File: src/rtl/image_blend_stream.sv
// Two-stage streaming pixel combiner: per-channel raw product or alpha blend of two images,
// with per-frame mode latching, pixel counting and end-of-frame tagging.
module image_blend_stream #(
    parameter int unsigned PIX_W = 8,
    parameter int unsigned CH    = 1,
    parameter int unsigned IMG_W = 512,
    parameter int unsigned IMG_H = 512,
    localparam int unsigned NPIX  = IMG_W * IMG_H,
    localparam int unsigned CNT_W = (NPIX > 1) ? $clog2(NPIX) : 1
) (
    input  logic                    clk,
    input  logic                    rst,
    input  logic                    s_valid,
    output logic                    s_ready,
    input  logic [CH*PIX_W-1:0]     s_a,
    input  logic [CH*PIX_W-1:0]     s_b,
    input  logic [PIX_W:0]          s_alpha,
    input  logic                    mode,
    output logic                    m_valid,
    input  logic                    m_ready,
    output logic [CH*2*PIX_W-1:0]   m_data,
    output logic                    m_last,
    output logic                    frame_done,
    output logic [CNT_W-1:0]        pix_cnt
);

    localparam int unsigned        PW2      = 2 * PIX_W;
    localparam logic [PIX_W:0]     AL_MAX   = {1'b1, {PIX_W{1'b0}}};
    localparam logic [CNT_W-1:0]   LAST_IDX = CNT_W'(NPIX - 1);

    logic                   enable, accept, first_pix, last_pix, eff_mode;
    logic [PIX_W:0]         al, al_inv;
    logic [PW2-1:0]         a_x, b_x, al_x, inv_x, sum;
    logic [CH-1:0][PW2-1:0] pa_d, pa_q, pb_d, pb_q;
    logic                   v1_d, v1_q, last1_d, last1_q, mode1_d, mode1_q;
    logic                   m_valid_d, m_valid_q, m_last_d, m_last_q;
    logic                   frame_done_d, frame_done_q, mode_d, mode_q;
    logic [CH*PW2-1:0]      m_data_d, m_data_q;
    logic [CNT_W-1:0]       pix_cnt_d, pix_cnt_q;

    // Stage 1: products, frame bookkeeping
    always_comb begin
        enable    = !m_valid_q || m_ready;
        accept    = s_valid && enable;
        first_pix = (pix_cnt_q == '0);
        last_pix  = (pix_cnt_q == LAST_IDX);
        // Pixel 0 uses the live mode; the rest of the frame uses the value latched with it.
        eff_mode  = first_pix ? mode : mode_q;
        al        = (s_alpha > AL_MAX) ? AL_MAX : s_alpha;
        al_inv    = AL_MAX - al;
        al_x      = PW2'(al);
        inv_x     = PW2'(al_inv);
        a_x       = '0;
        b_x       = '0;
        pa_d      = pa_q;
        pb_d      = pb_q;
        v1_d      = v1_q;
        last1_d   = last1_q;
        mode1_d   = mode1_q;
        if (enable) begin
            v1_d    = s_valid;
            last1_d = accept && last_pix;
            mode1_d = eff_mode;
            for (int c = 0; c < int'(CH); c++) begin
                a_x     = PW2'(s_a[c*PIX_W +: PIX_W]);
                b_x     = PW2'(s_b[c*PIX_W +: PIX_W]);
                pa_d[c] = eff_mode ? a_x * al_x : a_x * b_x;
                pb_d[c] = eff_mode ? b_x * inv_x : '0;
            end
        end
        pix_cnt_d = pix_cnt_q;
        mode_d    = mode_q;
        if (accept) begin
            pix_cnt_d = last_pix ? '0 : pix_cnt_q + 1'b1;
            if (first_pix) mode_d = mode;
        end
    end

    // Stage 2: sum and shift
    always_comb begin
        m_valid_d = m_valid_q;
        m_last_d  = m_last_q;
        m_data_d  = m_data_q;
        sum       = '0;
        if (enable) begin
            m_valid_d = v1_q;
            m_last_d  = last1_q;
            for (int c = 0; c < int'(CH); c++) begin
                sum                    = pa_q[c] + pb_q[c];
                m_data_d[c*PW2 +: PW2] = mode1_q ? (sum >> PIX_W) : pa_q[c];
            end
        end
        frame_done_d = m_valid_q && m_ready && m_last_q;
    end

    always_ff @(posedge clk) begin
        if (rst) begin
            v1_q         <= 1'b0;
            last1_q      <= 1'b0;
            mode1_q      <= 1'b0;
            pa_q         <= '0;
            pb_q         <= '0;
            m_valid_q    <= 1'b0;
            m_last_q     <= 1'b0;
            m_data_q     <= '0;
            frame_done_q <= 1'b0;
            mode_q       <= 1'b0;
            pix_cnt_q    <= '0;
        end else begin
            v1_q         <= v1_d;
            last1_q      <= last1_d;
            mode1_q      <= mode1_d;
            pa_q         <= pa_d;
            pb_q         <= pb_d;
            m_valid_q    <= m_valid_d;
            m_last_q     <= m_last_d;
            m_data_q     <= m_data_d;
            frame_done_q <= frame_done_d;
            mode_q       <= mode_d;
            pix_cnt_q    <= pix_cnt_d;
        end
    end

    assign s_ready    = enable;
    assign m_valid    = m_valid_q;
    assign m_last     = m_last_q;
    assign m_data     = m_data_q;
    assign frame_done = frame_done_q;
    assign pix_cnt    = pix_cnt_q;

endmodule
File: config.mk
export PLATFORM = sky130hd
export DESIGN_NAME = image_blend_stream
export DESIGN_NICKNAME = d
export VERILOG_FILES = /design/src/rtl/image_blend_stream.sv
export SDC_FILE = /design/constraint.sdc
export NUM_CORES = 1
export LEC_CHECK = 0
export ABC_AREA = 1
export BUFFER_PORTS_ARGS = -buffer_cell sky130_fd_sc_hd__buf_2
export CORE_MARGIN = 2
export CORE_UTILIZATION = 40
export DETAILED_ROUTE_END_ITERATION = 10
export HOLD_SLACK_MARGIN = 0.05
export PLACE_DENSITY = 0.64
export SLEW_MARGIN = 0
export SYNTH_ARGS = -nofsm -noshare
export SYNTH_HDL_FRONTEND = slang
export SYNTH_SLANG_ARGS = --single-unit
File: constraint.sdc
create_clock -name clk -period 6 [get_ports clk]
set_input_delay 1.2 -clock clk [delete_from_list [all_inputs] [get_ports clk]]
set_output_delay 1.2 -clock clk [all_outputs]
set_load 0.01 [all_outputs]
==> key figures <==
Clock network
  • Max clock buf depth: 2
  • Total CTS buffers: 9
  • H-tree depth: 3
  • Clock Latency Late Sink: between 0.3 and 0.4 ns
  • Clock slew at reported path FFs: 0.06 ns
  • Sink Count: 73
  • Post-CTS setup buffer count: 0
  • Root Buffer: clkbuf_16
  • CTS tree: done

Synthesis
  • Flops & latches, synth: 73
  • Number of enable flip-flop cells after synthesis: 0
  • Synth Net Count: roughly 1.9k
  • Register area share after synthesis: 0.134
  • Top-count cell post-synth: nand2_1
  • Top post-synthesis cells by count: nand2_1, inv_1, nor2_1, ha_1, fa_1
  • Cell variety after synth: 42
  • Avg Synthesized Cell Area: 6.85 sq um
  • Synth top area share: 0.216
  • Post-Syn Area: 10,900 sq um
  • Asr flop ratio synth: 0
  • Ys flop type: dfxtp_1
  • Synth top area cells: fa_1, ha_1, dfxtp_1
  • Synth area leader: fa_1
  • Yosys warning total: 0
  • Mapped Cells: roughly 1.6k

Global route
  • Largest net degree at the start of global routing: 59
  • First-pass GRT wire length: 48,200 microns
  • Grt ovf: 0
  • All-Layer GR Usage: 0.206
  • Number of global-route vias before repair: ~10k
  • Initial antenna violation count: 0

Die
  • Row count: 60
  • Die Area: 28,700 sq um
  • Overall die height: 169 microns
  • Starting Density: 0.407
  • # IOs: 68
  • Die Width: 169 microns
  • Core outline area: between 20,000 and 30,000 sq um

Critical path
  • Worst Setup Start Kind: input port
  • Crit. End Element: flop
  • R2R depth: 12
  • Max Fanout on Critical Path: 10
  • Setup CP Type: input port to flop
  • Data required time of the worst path: ~6.2 ns
  • CP arrival: 5.78 ns

Detailed routing
  • WL/cell: 14.1 microns
  • DR top layer: met4
  • DRT iter0 DRCs: 606
  • M1 WL: 13,200 microns
  • Vias: 10.1k
  • DRT antenna net count: 0
  • DRC errors left: 0
  • WL met2: 13,400 microns
  • Via density: 5.03
  • Routed WL: 28,300 microns
  • Pre-antenna DRT Iters: 8
  • Met3 WL: 1290 microns

Min path
  • Hold Path Depth: 2
  • Worst min path class: flop to flop

Final layout
  • Non-Filler Cell Area, Final: 12,000 sq um
  • Inserted Diodes: 0
  • Nets@finish: between 1.5k and 2k
  • Fraction of layout cells with a size suffix above 1: 0.0819
  • Syn-to-layout area delta: 9.72%
  • Final core area utilization: 0.447

STA
  • Post-Route Setup TNS: 0 ns
  • Fin. max-slew vios: 0
  • Slew margin rel.: 0.439
  • Tightest Pin Transition: 0.840 ns
  • Hold Vio Cnt, Final: 0
  • Final setup vio count: 0
  • Period utilisation layout: 0.933
  • Fmax: 0.179 GHz
  • Clock skew: 0.0134 ns
  • RSZ-0062 raised after global routing: false
  • Tmin final: between 5 and 6 ns

Power and ir drop
  • P per Cell Area: slightly above 300 nW/um^2
  • Leakage power: 6.75 nW
  • Peak supply drop: 0.000258 V

Placed design
  • DP Wirelength: 23,500 microns
  • Placer Congestion: 0.884
  • Placed Area: 11,700 sq um
  • I/O Buffers: 67

Run status
  • Status: complete, no violations

Flow run
  • Max-cap viol count: 0
## critical path, stage by stage
cell and delay (ns):
buf_2 0.11, buf_4 0.18, nor2_4 0.22, inv_1 0.15
or2_2 0.33, nand2_1 0.23, nor2_1 0.11, fa_1 0.57
fa_1 0.43, fa_1 0.49, inv_1 0.05, fa_1 0.47
inv_1 0.04, ha_1 0.32, a21oi_1 0.19, o21ai_0 0.14
a21oi_1 0.17, xor2_1 0.17, inv_1 0.06, nand3_1 0.06
a21oi_1 0.07
## logic make-up (layout without fill, tap and decap cells)
logic type / after synthesis / in the layout / synth area share
fa+ha+maj: 241 / 241 / 0.357
buf+inv: 404 / 469 / 0.141
simple gates: 690 / 690 / 0.269
xor+xnor: 24 / 24 / 0.0199
flops: 73 / 73 / 0.134
compound gates: 164 / 164 / 0.0800
## placed cells by master, fill, tap and decap left out, drive strengths merged
master,instances
xor2,17
o21bai,7
fa,118
inv,363
clkinv,4
bufinv,1
a211oi,2
nor3b,1
buf,91
a21oi,83
nand4,15
o211ai,5
or2,10
nand3b,7
clkbuf,9
xnor2,7
nor3,20
nand2,367
clkinvlp,1
a31oi,5
nor4,1
a21o,1
o21ai,57
and3,1
nand3,113
ha,123
o21a,2
nor2,155
a21boi,2
dfxtp,73
## per-stage QoR
stage / std cells / hold slack, ns / power [mW] / worst slack, ns
6_report: 2002 / 0.461 / 3.69 / 0.402
3_3_place_gp: 1986 / 0.451 / 3.13 / 0.108
3_5_place_dp: 1986 / 0.449 / 3.16 / 0.0599
2_1_floorplan: 1596 / 0.441 / 2.53 / 0.167
5_1_grt: 2002 / 0.487 / 4.15 / 0.0253
4_1_cts: 2002 / 0.457 / 3.72 / 0.399
## state kept, by name, summed over array words and instances (netlist names)
register / cells
m_last: 1
last1_q: 1
mode_q: 1
pb_q: 16
frame_done: 1
m_valid: 1
v1_q: 1
mode1_q: 1
pix_cnt: 18
m_data: 16
pa_q: 16
## per-layer routing
layer  vias up  global-route usage
met3        36              0.0282
met1      4803               0.277
met2       214               0.352
li1       5017                   -
met4         0              0.0461
met5         -                   0
## layout make-up
type / instances / area, sq um
Clock buffer: 9 / 225
Clock inverter: 7 / 77.6
Fill cell: 2832 / 14900
Inverter: 362 / 1360
Multi-Input combinational cell: 1119 / 7930
Sequential cell: 73 / 1460
Tap cell: 341 / 427
Timing Repair Buffer: 91 / 515
## worst paths after layout
kind	from	end	slack, ns
min reg2reg	m_last	frame_done	0.46
min	m_last	frame_done	0.46
max	s_alpha[8]	pb_q[9]	0.40
max reg2reg	pix_cnt[0]	pb_q[10]	3.32
## where the power goes
group          internal (mW)  leakage (nW)  switching, mW  total (mW)
Combinational          0.945          6.01           1.55        2.50
Clock                  0.326         0.146          0.220       0.546
Sequential             0.568         0.597         0.0777       0.645
Total                   1.84          6.75           1.85        3.69
## repair_timing
action / 4_1_cts / 5_1_grt
gates resized for setup: 0 / 1
endpoints found under the hold margin: 0 / 0
hold buffers: 0 / 0
setup endpoints to repair: 0 / 1
Note: power is estimated with default switching activity, not from simulation.
